$ cat config.mk
export PLATFORM = sky130hd
export DESIGN_NAME = inst_prefetch
export DESIGN_NICKNAME = d
export VERILOG_FILES = /design/src/rtl/fewcore_pkg.sv /design/src/rtl/prefetch_fifo.sv /design/src/rtl/inst_prefetch.sv
export SDC_FILE = /design/constraint.sdc
export NUM_CORES = 1
export LEC_CHECK = 0
export BUFFER_PORTS_ARGS = -buffer_cell sky130_fd_sc_hd__buf_2
export CORE_AREA = 2 2 261 160
export DETAILED_ROUTE_END_ITERATION = 8
export DIE_AREA = 0 0 263 162
export PLACE_DENSITY = 0.51
export SLEW_MARGIN = 20
export SYNTH_ARGS = -nofsm -noshare
export SYNTH_HDL_FRONTEND = slang
export SYNTH_HIERARCHICAL = 1
export SYNTH_SLANG_ARGS = --single-unit
$ cat constraint.sdc
create_clock -name clk -period 6.9 [get_ports clk]
set_input_delay 1.725 -clock clk [delete_from_list [all_inputs] [get_ports clk]]
set_output_delay 1.725 -clock clk [all_outputs]
set_load 0.02 [all_outputs]
$ cat src/rtl/fewcore_pkg.sv
// fewcore_pkg
//   Shared widths and types for the fewcore front end.
//   XLEN     : architectural address width
//   INST_W   : instruction word width
//   PC_STEP  : byte distance between sequential instruction words
//   pf_entry_t : one prefetch queue entry, {pc, inst}
//   pc_align : clears the byte-offset bits of an address
package fewcore_pkg;

  localparam int XLEN   = 32;
  localparam int INST_W = 32;

  localparam logic [XLEN-1:0] PC_STEP = 32'd4;

  typedef struct packed {
    logic [XLEN-1:0]   pc;
    logic [INST_W-1:0] inst;
  } pf_entry_t;

  function automatic logic [XLEN-1:0] pc_align(input logic [XLEN-1:0] pc);
    return {pc[XLEN-1:2], 2'b00};
  endfunction

endpackage

$ cat src/rtl/prefetch_fifo.sv
// prefetch_fifo
//   In-order circular buffer holding prefetched {pc, inst} entries.
//   Ports:
//     clk      : clock
//     reset    : synchronous active-high reset
//     push_i   : write wdata_i at the tail
//     pop_i    : advance the head
//     clear_i  : drop all entries (takes priority over push/pop)
//     wdata_i  : entry to write
//     rdata_o  : entry at the head (meaningful only when count_o != 0)
//     count_o  : current occupancy, 0..DEPTH
//   Push and pop in the same cycle are allowed when full; a push into an
//   empty queue is not visible at the head until the following cycle.
module prefetch_fifo
  import fewcore_pkg::*;
#(
  parameter  int DEPTH = 4,
  localparam int PW    = (DEPTH > 1) ? $clog2(DEPTH) : 1,
  localparam int CW    = $clog2(DEPTH + 1)
) (
  input  logic            clk,
  input  logic            reset,
  input  logic            push_i,
  input  logic            pop_i,
  input  logic            clear_i,
  input  pf_entry_t       wdata_i,
  output pf_entry_t       rdata_o,
  output logic [CW-1:0]   count_o
);

  pf_entry_t       mem_q [DEPTH];
  logic [PW-1:0]   wr_ptr_q, wr_ptr_d;
  logic [PW-1:0]   rd_ptr_q, rd_ptr_d;
  logic [CW-1:0]   count_q, count_d;

  // DEPTH is a power of two, so the pointers wrap by natural overflow.
  always_comb begin
    wr_ptr_d = wr_ptr_q;
    rd_ptr_d = rd_ptr_q;
    count_d  = count_q;
    if (clear_i) begin
      wr_ptr_d = '0;
      rd_ptr_d = '0;
      count_d  = '0;
    end else begin
      if (push_i) wr_ptr_d = wr_ptr_q + PW'(1);
      if (pop_i)  rd_ptr_d = rd_ptr_q + PW'(1);
      unique case ({push_i, pop_i})
        2'b10:   count_d = count_q + CW'(1);
        2'b01:   count_d = count_q - CW'(1);
        default: count_d = count_q;
      endcase
    end
  end

  always_ff @(posedge clk) begin
    if (reset) begin
      wr_ptr_q <= '0;
      rd_ptr_q <= '0;
      count_q  <= '0;
    end else begin
      wr_ptr_q <= wr_ptr_d;
      rd_ptr_q <= rd_ptr_d;
      count_q  <= count_d;
    end
  end

  // Storage needs no reset: entries are only observed once counted in.
  always_ff @(posedge clk) begin
    if (push_i && !clear_i && !reset) begin
      mem_q[wr_ptr_q] <= wdata_i;
    end
  end

  assign rdata_o = mem_q[rd_ptr_q];
  assign count_o = count_q;

  a_no_overflow : assert property (@(posedge clk) disable iff (reset || clear_i)
    (push_i && !pop_i) |-> (count_q != CW'(DEPTH)));

  a_no_underflow : assert property (@(posedge clk) disable iff (reset || clear_i)
    pop_i |-> (count_q != '0));

endmodule

$ cat src/rtl/inst_prefetch.sv
// inst_prefetch
//   Prefetch stage ahead of fetch. Issues sequential word requests to
//   instruction memory, queues returned words with their PCs, and hands
//   them to fetch over a valid/ready handshake. A redirect from execute
//   flushes the queue, marks in-flight responses for discard and restarts
//   at the target.
//   Ports:
//     clk, reset      : clock, synchronous active-high reset
//     redirect        : taken branch/jump this cycle
//     redirect_pc     : branch target (bits [1:0] ignored)
//     imem_req_valid  : request to instruction memory
//     imem_req_ready  : memory accepts the request
//     imem_addr       : word-aligned request address
//     imem_rsp_valid  : in-order response valid
//     imem_rsp_data   : returned instruction word
//     inst_valid      : queue head valid
//     inst_data       : head instruction
//     inst_pc         : head PC
//     inst_ready      : fetch consumes the head
module inst_prefetch
  import fewcore_pkg::*;
#(
  parameter int              DEPTH    = 4,
  parameter logic [XLEN-1:0] RESET_PC = 32'h0000_0000
) (
  input  logic              clk,
  input  logic              reset,
  input  logic              redirect,
  input  logic [XLEN-1:0]   redirect_pc,
  output logic              imem_req_valid,
  input  logic              imem_req_ready,
  output logic [XLEN-1:0]   imem_addr,
  input  logic              imem_rsp_valid,
  input  logic [INST_W-1:0] imem_rsp_data,
  output logic              inst_valid,
  output logic [INST_W-1:0] inst_data,
  output logic [XLEN-1:0]   inst_pc,
  input  logic              inst_ready
);

  localparam int CW = $clog2(DEPTH + 1);
  localparam logic [CW:0] DEPTH_C = (CW + 1)'(DEPTH);

  logic [XLEN-1:0] req_pc_q, req_pc_d;
  logic [XLEN-1:0] rsp_pc_q, rsp_pc_d;
  logic [CW-1:0]   outst_q, outst_d;
  logic [CW-1:0]   discard_q, discard_d;
  logic [CW-1:0]   fifo_count;
  logic [CW:0]     credit_used;

  logic            req_fire;
  logic            rsp_push;
  logic            head_pop;
  pf_entry_t       push_entry;
  pf_entry_t       head_entry;

  // Every queue slot is reserved at request time, so a response can
  // always be written without backpressure.
  assign credit_used    = {1'b0, fifo_count} + {1'b0, outst_q};
  assign imem_req_valid = !reset && !redirect && (credit_used < DEPTH_C);
  assign imem_addr      = req_pc_q;
  assign req_fire       = imem_req_valid && imem_req_ready;

  // Responses in the redirect cycle, or while older wrong-path requests
  // are still draining, never reach the queue.
  assign rsp_push   = imem_rsp_valid && !redirect && (discard_q == '0);
  assign head_pop   = inst_valid && inst_ready && !redirect;
  assign push_entry = '{pc: rsp_pc_q, inst: imem_rsp_data};

  always_comb begin
    req_pc_d  = req_pc_q;
    rsp_pc_d  = rsp_pc_q;
    outst_d   = outst_q;
    discard_d = discard_q;
    if (redirect) begin
      req_pc_d  = pc_align(redirect_pc);
      rsp_pc_d  = pc_align(redirect_pc);
      outst_d   = outst_q - CW'(imem_rsp_valid);
      // Everything still in flight after this cycle is wrong-path.
      discard_d = outst_q - CW'(imem_rsp_valid);
    end else begin
      if (req_fire) req_pc_d = req_pc_q + PC_STEP;
      if (rsp_push) rsp_pc_d = rsp_pc_q + PC_STEP;
      outst_d = outst_q + CW'(req_fire) - CW'(imem_rsp_valid);
      if (imem_rsp_valid && (discard_q != '0)) begin
        discard_d = discard_q - CW'(1);
      end
    end
  end

  always_ff @(posedge clk) begin
    if (reset) begin
      req_pc_q  <= RESET_PC;
      rsp_pc_q  <= RESET_PC;
      outst_q   <= '0;
      discard_q <= '0;
    end else begin
      req_pc_q  <= req_pc_d;
      rsp_pc_q  <= rsp_pc_d;
      outst_q   <= outst_d;
      discard_q <= discard_d;
    end
  end

  prefetch_fifo #(
    .DEPTH (DEPTH)
  ) u_fifo (
    .clk     (clk),
    .reset   (reset),
    .push_i  (rsp_push),
    .pop_i   (head_pop),
    .clear_i (redirect),
    .wdata_i (push_entry),
    .rdata_o (head_entry),
    .count_o (fifo_count)
  );

  // Head fields are forced to zero while reset is held so fetch never
  // sees stale storage contents.
  assign inst_valid = !reset && (fifo_count != '0);
  assign inst_data  = reset ? '0 : head_entry.inst;
  assign inst_pc    = reset ? '0 : head_entry.pc;

  a_credit_bound : assert property (@(posedge clk) disable iff (reset)
    credit_used <= DEPTH_C);

  a_rsp_expected : assert property (@(posedge clk) disable iff (reset)
    imem_rsp_valid |-> (outst_q != '0));

  a_discard_bound : assert property (@(posedge clk) disable iff (reset)
    discard_q <= outst_q);

endmodule

; Word level (Yosys, flattened, before mapping)
; Memories as Yosys holds them, arrays and structs flattened. A register that Yosys moved wholly into a read port is not among the register bits.
; Index checks and enable logic that the tools add are counted.
[totals]
word_cells = 59
inputBits = 70
mem_count = 1
register_bits = 77
ram_bits = 256
[op_classes]
n_eq_ne = 2
mux = 14
n_reduce_logical = 21
addsub = 11
order_cmp = 1
[mem_list]
columns = name, words, word_bits, read_ports, rd_clocked_by_memory_dff, write_ports, line
row1 = u_fifo.mem_q, 4, 64, 1, 1, 1, prefetch_fifo.sv:31  ; pf_entry_t mem_q [DEPTH];
[ops]
columns = op, n
row1 = $mux W32, 6
row2 = $add A32 B3 Y32 const B, 2
row3 = $logic_and A1 B1 Y1, 11
row4 = $mux W3, 3
row5 = $reduce_bool A2 Y1, 4
row6 = $pmux W3 S2, 1
row7 = $reduce_bool A3 Y1, 2
row8 = $sub A3 B1 Y3, 2
row9 = $sub A3 B1 Y3 const B, 2
row10 = $add A2 B1 Y2 const B, 2
row11 = $add A3 B3 Y4, 1
row12 = $lt A4 B3 Y1 const B, 1
row13 = $mux W2, 2
row14 = $add A3 B1 Y3, 1
row15 = $add A3 B1 Y3 const B, 1
row16 = $logic_not A3 Y1, 1
row17 = $eq A2 B1 Y1 const B, 1
row18 = $eq A2 B2 Y1 const B, 1
row19 = $logic_not A1 Y1, 2
row20 = $mux W1, 2
row21 = $reduce_or A2 Y1, 1

; Logic depth before layout (Yosys ltp)
[logic_depth]
word_depth = 7
depth_mapped = 14
mapped_depth_nobuf = 12

; Hierarchy
; The synthesis kept the hierarchy.
[by_module_without_submodules]
columns = mod, seq_area_each_um2, area_per_inst_um2, n_inst, cells_each
row1 = prefetch_fifo, 7867.5, 9743.1, 1, 381
row2 = inst_prefetch, 1321.3, 4187.8, 1, 511

; Worst setup path after synthesis
; No wires, ideal clock.
[synth_timing]
path_kind = input to register
from = in redirect
to = mem u_fifo/mem_q[0][0] in the netlist's numbering (enable)
setup_slack_ns = 2.471
t_required_ns = 6.471
stages = 4
setup_time_ns = 0.429
arrival_ns = 4.000
cell_sequence = buf_2 buf_1 nor2_1 and3_1
[synth_between]
elab_chain_len = 7
[synth_rtl]
columns = item, line
row1 = from (decl), inst_prefetch.sv:28  ; input logic redirect,
row2 = $logic_not A1 Y1, inst_prefetch.sv:66  ; assign rsp_push = imem_rsp_valid && !redirect && (discard_q == '0);
row3 = $logic_and A1 B1 Y1 (2 in series), inst_prefetch.sv:66
row4 = net rsp_push, inst_prefetch.sv:52  ; logic rsp_push;
row5 = $logic_and A1 B1 Y1 (2 in series), prefetch_fifo.sv:70  ; if (push_i && !clear_i && !reset) begin
row6 = $mux W1, prefetch_fifo.sv:70
row7 = $mux W1 (not written as such), prefetch_fifo.sv:71  ; mem_q[wr_ptr_q] <= wdata_i;
row8 = to (decl), prefetch_fifo.sv:31
; The timed path passes the listed nets, and every way through them passes these cells.

; Final worst setup path
[layout_timing]
from = in reset
to = out inst_data[5]
[layout_between]
elab_chain_len = 1
[layout_rtl]
columns = item, line
row1 = from (decl), inst_prefetch.sv:27  ; input logic reset,
row2 = $mux W32, inst_prefetch.sv:121  ; assign inst_data = reset ? '0 : head_entry.inst;
row3 = to (decl), inst_prefetch.sv:36  ; output logic [INST_W-1:0] inst_data,
; Every way passes these cells.

==> results.txt <==
* Status: completed
- Post-CTS Setup Repair Bufs: 0
* Placeable Area: 40100 µm²
- The detailed router finished its first iteration with 611 violations.
- Flop and latch count out of synthesis: 331
* Count of antenna-violating nets left after detailed routing: 0
- Final net count: 1148
- Total standard cell area after synthesis: 13900 µm²
* Number of enable-type register cells in the synthesized netlist: 256
- After clock tree synthesis, the clock-pin slew on the worst setup and hold paths is 0.06 ns.
* IO Port Bufs: 163
- Share of the synthesized area in the top cell type: 0.552
- With fillers left out, the area of the finished cells amounts to 16300 µm².
- Final Setup Violations: 0
- Library cell occupying the most area in the post-synthesis netlist: sky130_fd_sc_hd__edfxtp_1
- Total design power: 4.34 mW
- Max-cap violations in this run came to 0.
- Power Density: 266 nW/µm²
- Overflow left after global routing: 0
- The longest clock path from root to sink contains 3 buffers.
- The die covers 42600 µm².
* Number of global-route vias before repair: 8045
- Post-synthesis average cell area: 15.6 µm²
- Hold-fix buffers at CTS: 0
* Total half-perimeter wirelength after legalization and detailed placement: 20400 µm
* Arrival time of data at the critical path endpoint: 3.07 ns
- In the routed layout, each cell is associated on average with a via count of 4.94.
- The area growth from synthesis to layout is 17.3%.
- Synth cell types: 63
- Post-place instance area: 15200 µm²
* Clk sink count: 331
- STA classifies the critical path endpoint as an output port.
* Setup slack after layout: 2.10 ns
- During synthesis, Yosys emitted a total of 6 warnings.
- Routed Wire Length: 31900 µm
* Wire length of the first global-routing pass: 49300 µm
- The clock period could shrink to 4.80 ns.
* Worst slew margin relative to its limit: 0.268
- Met1 capacity usage during global routing: 0.222
- Total via count in the routed design: 7992
- For this run, the slowest stage of the critical path takes 0.55 ns.
* Initial core utilization: 0.348
* Floorplan die width: 263 µm
- In the routed design, unresolved DRC markers number 0.
- The floorplan has 57 rows.
- In this run the static leakage power is 5.53 nW.
* Number of levels in the clock H-tree: 2
* Height of the die: 162 µm
* Global Route Usage Sum: 0.150
- The critical path is of the in -> out type.
* Layout cells sized above 1: 0.270
- For the pin with the worst max-slew slack, the measured transition is 1.10 ns.
* GP Congestion: 0.762
* Max Slew Vio Count: 0
* Initial antenna violation count: 1
- After synthesis, the share of flip-flops with an asynchronous set or reset is 0.
* Met2 Usage GRT: 0.230
* Cells after synthesis: 892
- By instance count, the cell type seen most on the critical path is sky130_fd_sc_hd__buf_4.
* GR Util met3: 0.0279
- Fraction of the yosys area taken by sequential cells: 0.660
- Number of top-level design ports: 168
- The worst hold path belongs to the class reg -> reg.
- TritonCTS built the clock tree.
* Maximum vdd drop: 0.134 mV
- In the post-synthesis netlist, the biggest area contributors are sky130_fd_sc_hd__edfxtp_1 55%, sky130_fd_sc_hd__dfxtp_1 11%, sky130_fd_sc_hd__mux4_2 9.7%.
- In this run the worst path has a maximum fanout of 49.
- STA puts the critical path data required time at 5.18 ns.
- Total negative slack for setup checks: 0 ns
* Crit start category: input pin
- Worst setup slack before clock tree synthesis: 1.97 ns
- Slowest-stage cell, CP: sky130_fd_sc_hd__buf_4
- Part of the cycle the worst path needs: 0.695
- Clock latency on the worst-skew pair, taken at its later pin, is 0.52 ns.
- The tree is rooted in a sky130_fd_sc_hd__clkbuf_16.
- Min Hold Slack: 0.522 ns
- The layer flagged by global routing as most heavily used is met2.
- Entering global routing, the biggest net connects 85 pins.
- Number of iterations in the first detailed-routing pass: 5
* Number of hold violations in the final report: 0
- Number of CTS-inserted buffers: 34
- Skew final: 0.0180 ns
- Number of cells upsized or downsized after cts: 0
- Traced cell by cell, the critical path runs through buf_4 > buf_4 > nor2b_1 > buf_2.
- Setup repair after global routing missed its margin: false
* Most used flip-flop cell after synthesis: sky130_fd_sc_hd__edfxtp_1
* Maximum achievable frequency: 209 MHz
- Average wire per cell in the routed design: 19.7 µm
[worst paths after layout]
kind	cells after the start	start	end	slack, ns
min	2	u_fifo/count_o[2]	u_fifo/count_o[2]	0.52
max	4	reset	inst_data[5]	2.10
min reg2reg	2	u_fifo/count_o[2]	u_fifo/count_o[2]	0.52
max reg2reg	12	outst_q[2]	outst_q[2]	3.50
[per-stage QoR]
stage	std cells	utilization
final	1619	0.408
after detailed placement	1556	0.380
after CTS	1618	0.408
after floorplan	901	-
after global routing	1618	0.408
after global placement	1556	0.380
[report_power, final]
group	internal [mW]	total (mW)	switching [mW]	leakage [nW]
sequential	2.19	2.24	0.0543	2.94
clock	1.10	1.85	0.749	0.544
combinational	0.0996	0.249	0.150	2.05
[cell families after synthesis]
group / count (synthesis) / synth area share
other cells: 1 / 0.000269
xor+xnor: 53 / 0.0333
mux: 66 / 0.106
fa+ha+maj: 17 / 0.0163
flops: 331 / 0.660
simple gates: 242 / 0.0994
buf+inv: 70 / 0.0284
compound gates: 112 / 0.0567
[cell type report]
type | instances | area, µm²
Fill cell | 3724 | 23700
Tap cell | 531 | 664
Multi-Input combinational cell | 500 | 4400
Inverter | 24 | 90.1
Clock inverter | 15 | 151
Sequential cell | 331 | 9190
Antenna cell | 1 | 2.50
Timing Repair Buffer | 170 | 871
Clock buffer | 47 | 973
[layout by cell type, fill, tap and decap left out, drive strengths merged, types with 8 or more instances in the layout]
master	Yosys	final
a21boi	32	32
a21oi	12	12
a31oi	8	8
and3	11	11
and4	9	9
buf	25	170
clkbuf	21	47
clkinv	0	10
conb	1	10
dfxtp	75	75
edfxtp	256	256
ha	15	15
inv	24	25
mux4	64	64
nand2	35	35
nand3	23	23
nand4	20	20
nor2	34	34
nor2b	66	66
nor3	17	17
o21a	23	23
o21ai	13	13
xnor2	35	35
xor2	18	18
[critical path, delay by kind of cell]
family	cells	cell delay (ns)
simple gates	1	0.11
buf+inv	3	1.21
[state kept, by name (all words and copies together), names as in the netlist, named ones only]
signal           flops
u_fifo/wr_ptr_q      2
imem_addr           30
rsp_pc_q            30
discard_q            3
outst_q              3
u_fifo/rd_ptr_q      2
u_fifo/mem_q       256
u_fifo/count_o       3
[synthesized netlist by cell type (16+ instances only)]
library cell	n
sky130_fd_sc_hd__edfxtp_1	256
sky130_fd_sc_hd__nor2_1	33
sky130_fd_sc_hd__clkbuf_1	20
sky130_fd_sc_hd__xnor2_1	35
sky130_fd_sc_hd__o21a_1	23
sky130_fd_sc_hd__a21boi_0	31
sky130_fd_sc_hd__nor2b_1	66
sky130_fd_sc_hd__nand4_1	20
sky130_fd_sc_hd__xor2_1	18
sky130_fd_sc_hd__nor3_1	16
sky130_fd_sc_hd__inv_1	24
sky130_fd_sc_hd__mux4_2	60
sky130_fd_sc_hd__nand2_1	35
sky130_fd_sc_hd__nand3_1	22
sky130_fd_sc_hd__dfxtp_1	75
[per-layer routing]
metal	wire, µm	share of wire	up-vias
li1	-	-	3763
met4	511	0.016	0
met2	14200	0.45	171
met3	1430	0.045	46
met1	15700	0.49	4012
met5	0	0	-
Power figures use the tool's default switching activity.
